### config.mk
export PLATFORM = sky130hd
export DESIGN_NAME = pipe_stage_reg
export DESIGN_NICKNAME = d
export VERILOG_FILES = /design/src/rtl/pipe_stage_reg.sv
export SDC_FILE = /design/constraint.sdc
export NUM_CORES = 1
export LEC_CHECK = 0
export ABC_AREA = 1
export CAP_MARGIN = 0
export CORE_AREA = 2 2 115 117
export CTS_CLUSTER_DIAMETER = 50
export DETAILED_ROUTE_END_ITERATION = 10
export DIE_AREA = 0 0 117 119
export PLACE_DENSITY = 0.85
export SLEW_MARGIN = 30
export SYNTH_ARGS = -nofsm -noshare
export SYNTH_HDL_FRONTEND = slang
export SYNTH_SLANG_ARGS = --single-unit
### constraint.sdc
create_clock -name clk -period 3.2 [get_ports clk]
set_input_delay 0.48 -clock clk [delete_from_list [all_inputs] [get_ports clk]]
set_output_delay 0.48 -clock clk [all_outputs]
set_load 0.005 [all_outputs]
### src/rtl/pipe_stage_reg.sv
// Purpose : parametrised inter-stage pipeline register with valid/ready handshake, optional skid entry, flush and stall counter.
// Latency : 1 cycle from accept to out_valid; one entry per cycle while out_ready is held high.
// Backpr. : SKID=1 drops in_ready (from a register) once the skid entry fills; SKID=0 derives in_ready combinationally from out_ready.
module pipe_stage_reg #(
   parameter int              IR_W  = 32,
   parameter int              PC_W  = 32,
   parameter int              EXT_W = 8,
   parameter logic [IR_W-1:0] NOP   = '0,
   parameter bit              SKID  = 1'b1,
   parameter int              CNT_W = 16
) (
   input  logic              clk,
   input  logic              reset,
   input  logic              flush,
   input  logic              in_valid,
   output logic              in_ready,
   input  logic [IR_W-1:0]   in_ir,
   input  logic [PC_W-1:0]   in_pc,
   input  logic [EXT_W-1:0]  in_ext,
   output logic              out_valid,
   input  logic              out_ready,
   output logic [IR_W-1:0]   out_ir,
   output logic [PC_W-1:0]   out_pc,
   output logic [EXT_W-1:0]  out_ext,
   output logic [1:0]        occupancy,
   output logic [CNT_W-1:0]  stall_cnt
);

   // One pipeline entry: instruction, PC4 and sideband travel together.
   typedef struct packed {
      logic [IR_W-1:0]  ir;
      logic [PC_W-1:0]  pc;
      logic [EXT_W-1:0] ext;
   } entry_t;

   // Value held by an empty slot: a bubble shows NOP with zeroed PC and sideband.
   localparam entry_t EMPTY_ENT = '{ir: NOP, pc: '0, ext: '0};
   localparam logic [CNT_W-1:0] CNT_MAX = '1;

   logic             out_v_q, out_v_d;
   entry_t           out_q, out_d;
   logic             skid_v_q, skid_v_d;
   entry_t           skid_q, skid_d;
   logic [1:0]       occ_q, occ_d;
   logic [CNT_W-1:0] cnt_q;

   logic   accept;
   logic   pop;
   logic   stall;
   entry_t in_ent;

   assign in_ent = '{ir: in_ir, pc: in_pc, ext: in_ext};

   // With a skid slot, in_ready depends only on registered state so out_ready never reaches it;
   // without one, a pop in the same cycle frees the single register for the incoming entry.
   generate
      if (SKID) begin : g_skid_rdy
         assign in_ready = ~skid_v_q;
      end else begin : g_flow_rdy
         assign in_ready = ~out_v_q | out_ready;
      end
   endgenerate

   assign accept = in_valid & in_ready;
   assign pop    = out_v_q & out_ready;
   assign stall  = out_v_q & ~out_ready;

   // Next-state for output and skid slots: flush empties both, otherwise FIFO-order refill.
   always_comb begin
      out_v_d  = out_v_q;
      out_d    = out_q;
      skid_v_d = skid_v_q;
      skid_d   = skid_q;
      if (flush) begin
         out_v_d  = 1'b0;
         out_d    = EMPTY_ENT;
         skid_v_d = 1'b0;
         skid_d   = EMPTY_ENT;
      end else if (!out_v_q || pop) begin
         if (SKID && skid_v_q) begin
            // Older skid entry moves forward first; a simultaneous accept takes its place.
            out_v_d  = 1'b1;
            out_d    = skid_q;
            skid_v_d = accept;
            skid_d   = accept ? in_ent : EMPTY_ENT;
         end else if (accept) begin
            out_v_d = 1'b1;
            out_d   = in_ent;
         end else begin
            out_v_d = 1'b0;
            out_d   = EMPTY_ENT;
         end
      end else if (SKID && accept) begin
         // Output is blocked; park the incoming entry (skid is known empty since in_ready was high).
         skid_v_d = 1'b1;
         skid_d   = in_ent;
      end
      occ_d = {1'b0, out_v_d} + {1'b0, skid_v_d};
   end

   // Entry storage and registered occupancy; reset discards everything including this cycle's accept.
   always_ff @(posedge clk) begin
      if (reset) begin
         out_v_q  <= 1'b0;
         out_q    <= EMPTY_ENT;
         skid_v_q <= 1'b0;
         skid_q   <= EMPTY_ENT;
         occ_q    <= 2'd0;
      end else begin
         out_v_q  <= out_v_d;
         out_q    <= out_d;
         skid_v_q <= SKID ? skid_v_d : 1'b0;
         skid_q   <= SKID ? skid_d : EMPTY_ENT;
         occ_q    <= occ_d;
      end
   end

   // Saturating count of cycles where a held entry was refused downstream; only reset clears it.
   always_ff @(posedge clk) begin
      if (reset) begin
         cnt_q <= '0;
      end else if (stall && (cnt_q != CNT_MAX)) begin
         cnt_q <= cnt_q + 1'b1;
      end
   end

   assign out_valid = out_v_q;
   assign out_ir    = out_q.ir;
   assign out_pc    = out_q.pc;
   assign out_ext   = out_q.ext;
   assign occupancy = occ_q;
   assign stall_cnt = cnt_q;

endmodule

# After elaboration in Yosys (flattened, before gate mapping)
# Cells that the tools add are included.
[totals] mem_bits_rw=0 elab_cells=38 register_bits=164 romBits=0 latchBits=0 memories=0
[op_classes] mul=0 eq_ne=2 div_mod_pow=0 reduce_logical=6 n_addsub=2 mux=13 bitwise=5 n_shift=0 order_cmp=0
[ops] op="72-bit two-way mux" n=5
[ops] op="16-bit by 1-bit adder with 16-bit output (second input constant)" n=1
[ops] op="16-bit inequality test (second input constant)" n=1
[ops] op="1-bit two-way mux" n=8
[ops] op="1-bit bitwise AND" n=3
[ops] op="1-bit by 1-bit adder with 2-bit output" n=1
[ops] op="2-bit inequality test (second input constant)" n=1
[ops] op="1-bit NOT" n=2
[ops] op="2-bit AND reduction" n=1
[ops] op="2-bit nonzero test" n=1
[ops] op="2-bit OR reduction" n=1
[ops] op="1-bit logical AND" n=1
[ops] op="1-bit logical NOT" n=1
[ops] op="1-bit logical OR" n=1

# Longest topological paths before layout
# Gate-level depths: netlist (run 1).
[depth] word_depth=7 depth_mapped=10

# Least setup slack after synthesis (run 1)
# No wires, ideal clock.
[synth_timing] path_kind="input-to-reg" start="in out_ready" end="reg occ_q[0] (netlist: occupancy[0])" required_time_ns=3.091 path_slack_ns=1.500 cell_stages=9 arrival_time_ns=1.591 setup_time_ns=0.109 path_cell_list="nor2_2 buf_4 buf_4 buf_2 o21ai_0 nor2_1 ha_1 inv_1 nor2_1"
[synth_via] elab_chain_cells=5 word_cells_on_any_way=7
[synth_lines] element="start: declaration" line_no="21" text="input logic out_ready,"
[synth_lines] element="1-bit bitwise AND" line_no="65" text="assign pop = out_v_q & out_ready;"
[synth_lines] element="1-bit logical OR" line_no="79" text="end else if (!out_v_q || pop) begin"
[synth_lines] element="1-bit two-way mux" line_no="79"
[synth_lines] element="1-bit two-way mux" line_no="74" text="if (flush) begin"
[synth_lines] element="named net skid_v_d" line_no="42" text="logic skid_v_q, skid_v_d;"
[synth_lines] element="1-bit by 1-bit adder with 2-bit output" line_no="98" text="occ_d = {1'b0, out_v_d} + {1'b0, skid_v_d};"
[synth_lines] element="named net occ_d[0]" line_no="44" text="logic [1:0] occ_q, occ_d;"
[synth_lines] element="end signal: assignment" line_no="108" text="occ_q <= 2'd0;"
[synth_lines] element="end signal: assignment" line_no="114" text="occ_q <= occ_d;"
[synth_lines] element="end: declaration" line_no="44"
# The timed path passes the listed nets, and every way through them passes these cells.
# A chain may end at the register's enable or synchronous reset.

# Worst setup path after layout (run 1)
# Ends and elaborated chain as after synthesis.

==> results.md, run 1 <==
* Total CTS buffers at 17
* Initial Util at about half
* Most common cell after layout, fill and taps aside: nand2_1
* Static Leak at just under 0.003 µW
* Most frequent cells in the layout: nand2_1, clkdlybuf4s50_1, dfxtp_1, a21oi_1, nand3_1
* Crit path max fanout at 77
* Met2 WL at 8479 µm
* Layout cell share with drive strength beyond 1 at under 10%
* Outcome: finished clean
* Mapped Area at roughly 0.0066 mm²
* Die Ht at 119 µm
* Critical Path Start Type: input port
* Port bufs at 168
* Slack of the critical path at ~0.99 ns
* DR top layer: met4
* Hold WC Path Type: reg -> reg
* First-pass GRT wire length at 28340 µm
* Setup Viol. Count Final at 0
* Worst slack, placed at about 0.56 ns
* GRT Overall Usage at approximately 25%
* Pwr/cell area at roughly 500 mW/mm²
* Number of global-route vias before repair at ~6000
* Setup Buffers After CTS at 0
* Die W at around 120 µm
* Worst-Skew Late Latency at between 0.4 and 0.5 ns
* TritonCTS clock tree: built
* Grt total ovfl at 0
* Req. time, crit path at approximately 3.5 ns
* Crit. End Element: flop
* Most used cell, CP: nor2_1
* Average cell area after synthesis at between 7 and 8 µm²
* FF-to-FF path depth at 8
* CP Class: in -> reg
* Setup_tns at 0 ns
* CP bufs+invs at 3
* Worst EP arrival at about 2.5 ns
* Critical Path Max Stage Delay at ~0.64 ns
* Period Utilization, post-route at between 60% and 70%
* Slowest CP cell: buf_4
* N_diodes at 0
* Yosys reg bits at around 160
* Die area at 0.01392 mm²
* DP HPWL at approximately 11000 µm
* Vias at 6601
* Max-capacitance violation count at 0
* Least-Margin Pin Slew at between 0.7 and 0.8 ns
* Clock tree buffer depth at 2
* DRT Pass-1 Iters at 6
* Post-route ant nets at 0
* Synthesized Nets at 971
* Final clock skew at 0.006008 ns
* Routed wire length at approximately 18000 µm
* Slew Limit Headroom at approximately 50%
* Drt wl/cell at around 15 µm
* Max-slew violations at 0
* Final hold slack at roughly 0.46 ns
* M1 WL at 7476 µm
* Initial antenna violation count at 0
* # hold bufs at CTS at 0
* Core area at 0.01287 mm²
* Unrepaired setup endpoints after global routing: false
* Fmax at about 0.45 GHz
* Area growth, synth to finish at 34.18%
* Hold Path Stages at 2
* Via density at between 5 and 6
* Resize count post-CTS at 0
* Htree depth at 4
* Iteration-0 DRC Markers at 712
* Netlist cell types at 20
* Layout net count at 1098
* Syn. warnings at 0
* Final Wtd Congestion at 0.7986
* Wire length on met3 at 1150 µm
* CTS Sinks at around 160
* Total Power at 4465 µW
* Reg clk slew, reported paths at 0.06 ns
* Final Hold Violating Endpoints at 0
* Root Driver: clkbuf_16
* Register area share after synthesis at between 40% and 50%
* WP depth at 8
* FP Rows at 42
* Tmin final at 2.212 ns
* Largest net degree at the start of global routing at between 100 and 150
* Final core utilization at 69.10%
* IO Count at approximately 170
* Max IR drop VDD at 0.0003562 V
* Crit-path leading delay family: buffers and inverters
* Mapped Cells at 892
* DR DRC count at 0
* CP Cell Sequence: clkdlybuf4s50_1 > nor2_4 > buf_4 > o21ai_0 > nor2_1 > ha_1 > inv_1 > nor2_1
final timing paths:
kind         slack (ns)      endpoint        from
max reg2reg        1.11  occupancy[0]   out_valid
max                0.99  occupancy[0]   out_ready
min                0.46    skid_q[63]  skid_q[63]
min reg2reg        0.46    skid_q[63]  skid_q[63]
sequential cells by signal, indices dropped and copies added (netlist names):
register and count:
out_ir 32, out_pc 32, out_valid 1, occupancy 2, stall_cnt 16, out_ext 8
skid_q 72, skid_v_q 1
per-layer routing:
layer | up-vias | track usage [%]
met1 | 3050 | 32.74
met2 | 237 | 40.17
li1 | 3276 | -
met4 | 0 | 11.69
met3 | 38 | 6.107
met5 | - | 0
synth_stat cells:
cell | count | share of area [%]
nand2_1 | 228 | 13
dfxtp_1 | 164 | 50
a21oi_1 | 150 | 11
nand3_1 | 122 | 9.2
nor2_1 | 57 | 3.2
a31oi_1 | 38 | 3.6
o21ai_0 | 36 | 2.7
buf_2 | 31 | 2.3
clkbuf_1 | 21 | 1.2
inv_1 | 16 | 0.91
buf_1 | 12 | 0.68
buf_4 | 8 | 0.91
ha_1 | 2 | 0.38
a21oi_4 | 1 | 0.25
nand3b_1 | 1 | 0.11
nand4_1 | 1 | 0.094
nand4_2 | 1 | 0.19
nor2_2 | 1 | 0.094
nor2_8 | 1 | 0.30
nor3_1 | 1 | 0.075
tightest hold or removal path: cells and delay by family, from the launching register on:
family	cells	cell delay (ns)
flops	1	0.31
simple gates	1	0.06
compound gates	1	0.05
cell families (layout without fill, tap and decap cells):
| group | after synthesis | after routing | synth area share, % |
|---|---|---|---|
| buffers and inverters | 88 | 228 | 6.020 |
| flip-flops | 164 | 164 | 49.52 |
| AND/OR/NAND/NOR | 413 | 413 | 26.21 |
| adder cells (fa/ha/maj) | 2 | 2 | 0.3774 |
| AO/OA/AOI/OAI | 225 | 225 | 17.87 |
report_power, final:
part           switching (µW)  internal (µW)  leakage [µW]  total [µW]
combinational             181            182       0.00131         363
clock                     834           1170      0.000281        2000
sequential               20.9           2080       0.00133        2100
cell type report:
class	count	area (µm²)
Sequential cell	164	3283
Tap cell	176	220.2
Clock buffer	20	446.7
Inverter	16	61.31
Timing Repair Buffer	180	1797
Clock inverter	12	130.1
Fill cell	1048	3979
Multi-Input combinational cell	640	2958
through the flow:
step	std cells	area, µm²
4_1_cts	1208	8896
3_5_place_dp	1176	8319
6_report	1208	8896
2_1_floorplan	892	6630
5_1_grt	1208	8896
3_3_place_gp	1176	8319
Note: power is estimated with default switching activity, not from simulation.
==> run 2, diff against run 1 <==
- CORE_AREA: 2 2 115 117 -> 2 2 120 122
- DIE_AREA: 0 0 117 119 -> 0 0 122 124
- PLACE_DENSITY: 0.85 -> 0.79
- clock period: 3.2 -> 2.05 ns (I/O delays scaled with it)
==> run 2 against run 1 <==
Final area is 2.1% higher. Hold slack hardly changed. Via count up 0.20%. Setup slack worse by 0.81 ns. First-iteration DRC count fell by 20%. Die area rose by 8.7%. Routed wire length is 2.0% higher. Count of clock-buffer cells in the layout up 1. Clock skew is 0.0050 ns higher. Combinational power up 62%. Clock power increased by 64%. Critical path type is now reg -> out. Critical endpoint is now in_ready. Largest power group is now clock. Highest routed layer unchanged.
==> results.md, run 2 (synthesized netlist as in run 1, its figures left out) <==
* Pwr/cell area at 787.6 mW/mm²
* Die W at between 100 and 150 µm
* Port bufs at roughly 170
* Footprint of the multi-input gates at just under 0.003 mm²
* Vias at 6614
* Reg clk slew, reported paths at roughly 0.06 ns
* Post-Place Cells at 1190
* Post-route ant nets at 0
* Slew Limit Headroom at between 60% and 70%
* FF-to-FF setup slack at 0.38 ns
* Resize count post-CTS at 0
* DR DRC count at 0
* Worst EP arrival at ~1.6 ns
* First-pass GRT wire length at a little under 30000 µm
* Most common cell after layout, fill and taps aside: nand2_1
* GRT Overall Usage at ~24%
* Outcome: finished clean
* Area growth, synth to finish at 36.97%
* Met1 Usage GRT at a little under a third
* Final clock skew at around 0.011 ns
* Static Leak at 0.003010 µW
* # hold bufs at CTS at 0
* Grt total ovfl at 0
* Hold WC Path Type: reg -> reg
* Total Power at between 7000 and 8000 µW
* IO Count at 169
* N_diodes at 0
* Hold EP: skid_q[63]
* Crit path max fanout at 10
* Tmin final at 1.875 ns
* Reg2reg start: stall_cnt[0]
* Root Driver: clkbuf_16
* Routed wire length at roughly 18000 µm
* Sequential cell area at 0.003283 mm²
* Worst-Skew Late Latency at roughly 0.42 ns
* Reg-to-reg endpoint: stall_cnt[15]
* TritonCTS clock tree: built
* Max-capacitance violation count at 0
* Reg with most FFs: skid_q
* Initial antenna violation count at 0
* DP HPWL at approximately 11000 µm
* Iteration-0 DRC Markers at roughly 570
* Drt wl/cell at between 10 and 15 µm
* Die Ht at ~120 µm
* Final Hold Violating Endpoints at 0
* Period Utilization, post-route at 91.44%
* Max reg flops at slightly above 70
* CTS Sinks at 164
* Final Wtd Congestion at around 0.79
* Max IR drop VDD at about 0.00056 V
* CP Class: reg -> out
* Layout cell share with drive strength beyond 1 at under 10%
* HP Start: skid_q[63]
* Busiest grt layer: met2
* FP Rows at between 40 and 50
* Layout net count at about 1100
* Die area at about 0.015 mm²
* Hold Path Stages at 2
* Setup Viol. Count Final at 0
* Crit. End Element: output port
* Via density at between 5 and 6
* Core area at about 0.014 mm²
* Met2 usage at 39.21%
* Final hold slack at approximately 0.46 ns
* DRT Pass-1 Iters at 5
* Total CTS buffers at 17
* Clock tree buffer depth at 2
* Htree depth at 4
* Met3 Usage GRT at 4.625%
* FF-to-FF path depth at 6
* Finished Layout Cells at between 1000 and 1500
* Number of global-route vias before repair at about 5900
* Least-Margin Pin Slew at 0.5118 ns
* Initial Util at between 40% and 50%
* Setup_tns at 0 ns
* Fill cells at roughly 1200
* Max-slew violations at 0
* Req. time, crit path at between 1.5 and 2 ns
* Largest net degree at the start of global routing at 81
* Critical Path Start Type: flop
* Setup Buffers After CTS at 0
* Fmax at 0.5335 GHz
* Most frequent cells in the layout: nand2_1, clkdlybuf4s50_1, dfxtp_1, a21oi_1, nand3_1
* Unrepaired setup endpoints after global routing: false
-- run 2: changes by cell type in the layout (fill, tap and decap cells not counted), sizes merged --
| cell | delta |
|---|---|
| buf | +10 |
| clkinv | -2 |
| bufinv | +1 |
| clkbuf | +1 |
| clkinvlp | +1 |
| inv | -1 |
-- run 2: how the worst max path moves through the flow --
stage	to	depth (start not counted)	from
floorplan	occupancy[0]	10	out_valid
global placement	out_ir[10]	7	out_ready
detailed placement	skid_q[2]	8	out_ready
CTS	in_ready	2	skid_v_q
global route	in_ready	2	skid_v_q
finish	in_ready	2	skid_v_q
-- run 2: cell type report --
type	count	area share, %
flip-flops and latches	164	36.15
multi-input cells	640	32.57
repair buffers	190	21.30
clock buffers	21	5.180
well taps	180	2.480
clock inverters	11	1.640
inverters	16	0.6751
-- run 2: report_power, final --
part,total (µW),internal [µW],switching [µW]
Combinational,588,301,287
Sequential,3270,3240,32.6
Clock,3290,2020,1270
-- run 2: worst max-delay path: stages (launching register included) --
cell,delay (ns)
dfxtp_1,0.53
inv_1,0.12
clkdlybuf4s50_1,0.51
-- run 2: per-stage QoR --
stage / util (%) / worst slack [ns] / instance area [µm²]
after global placement: 61.68 / 0.2316 / 8462
after CTS: 66.19 / 0.1667 / 9081
after floorplan: - / 0.4741 / 6630
after detailed placement: 61.68 / 0.1834 / 8462
after global routing: 66.19 / 0.1156 / 9081
final: 66.19 / 0.1755 / 9081
-- run 2: layer usage --
metal  vias up  part of all wire [%]
met5         -                     0
met4         0                   1.5
met3        24                   5.8
met2       234                    49
met1      3066                    44
li1       3290                     -
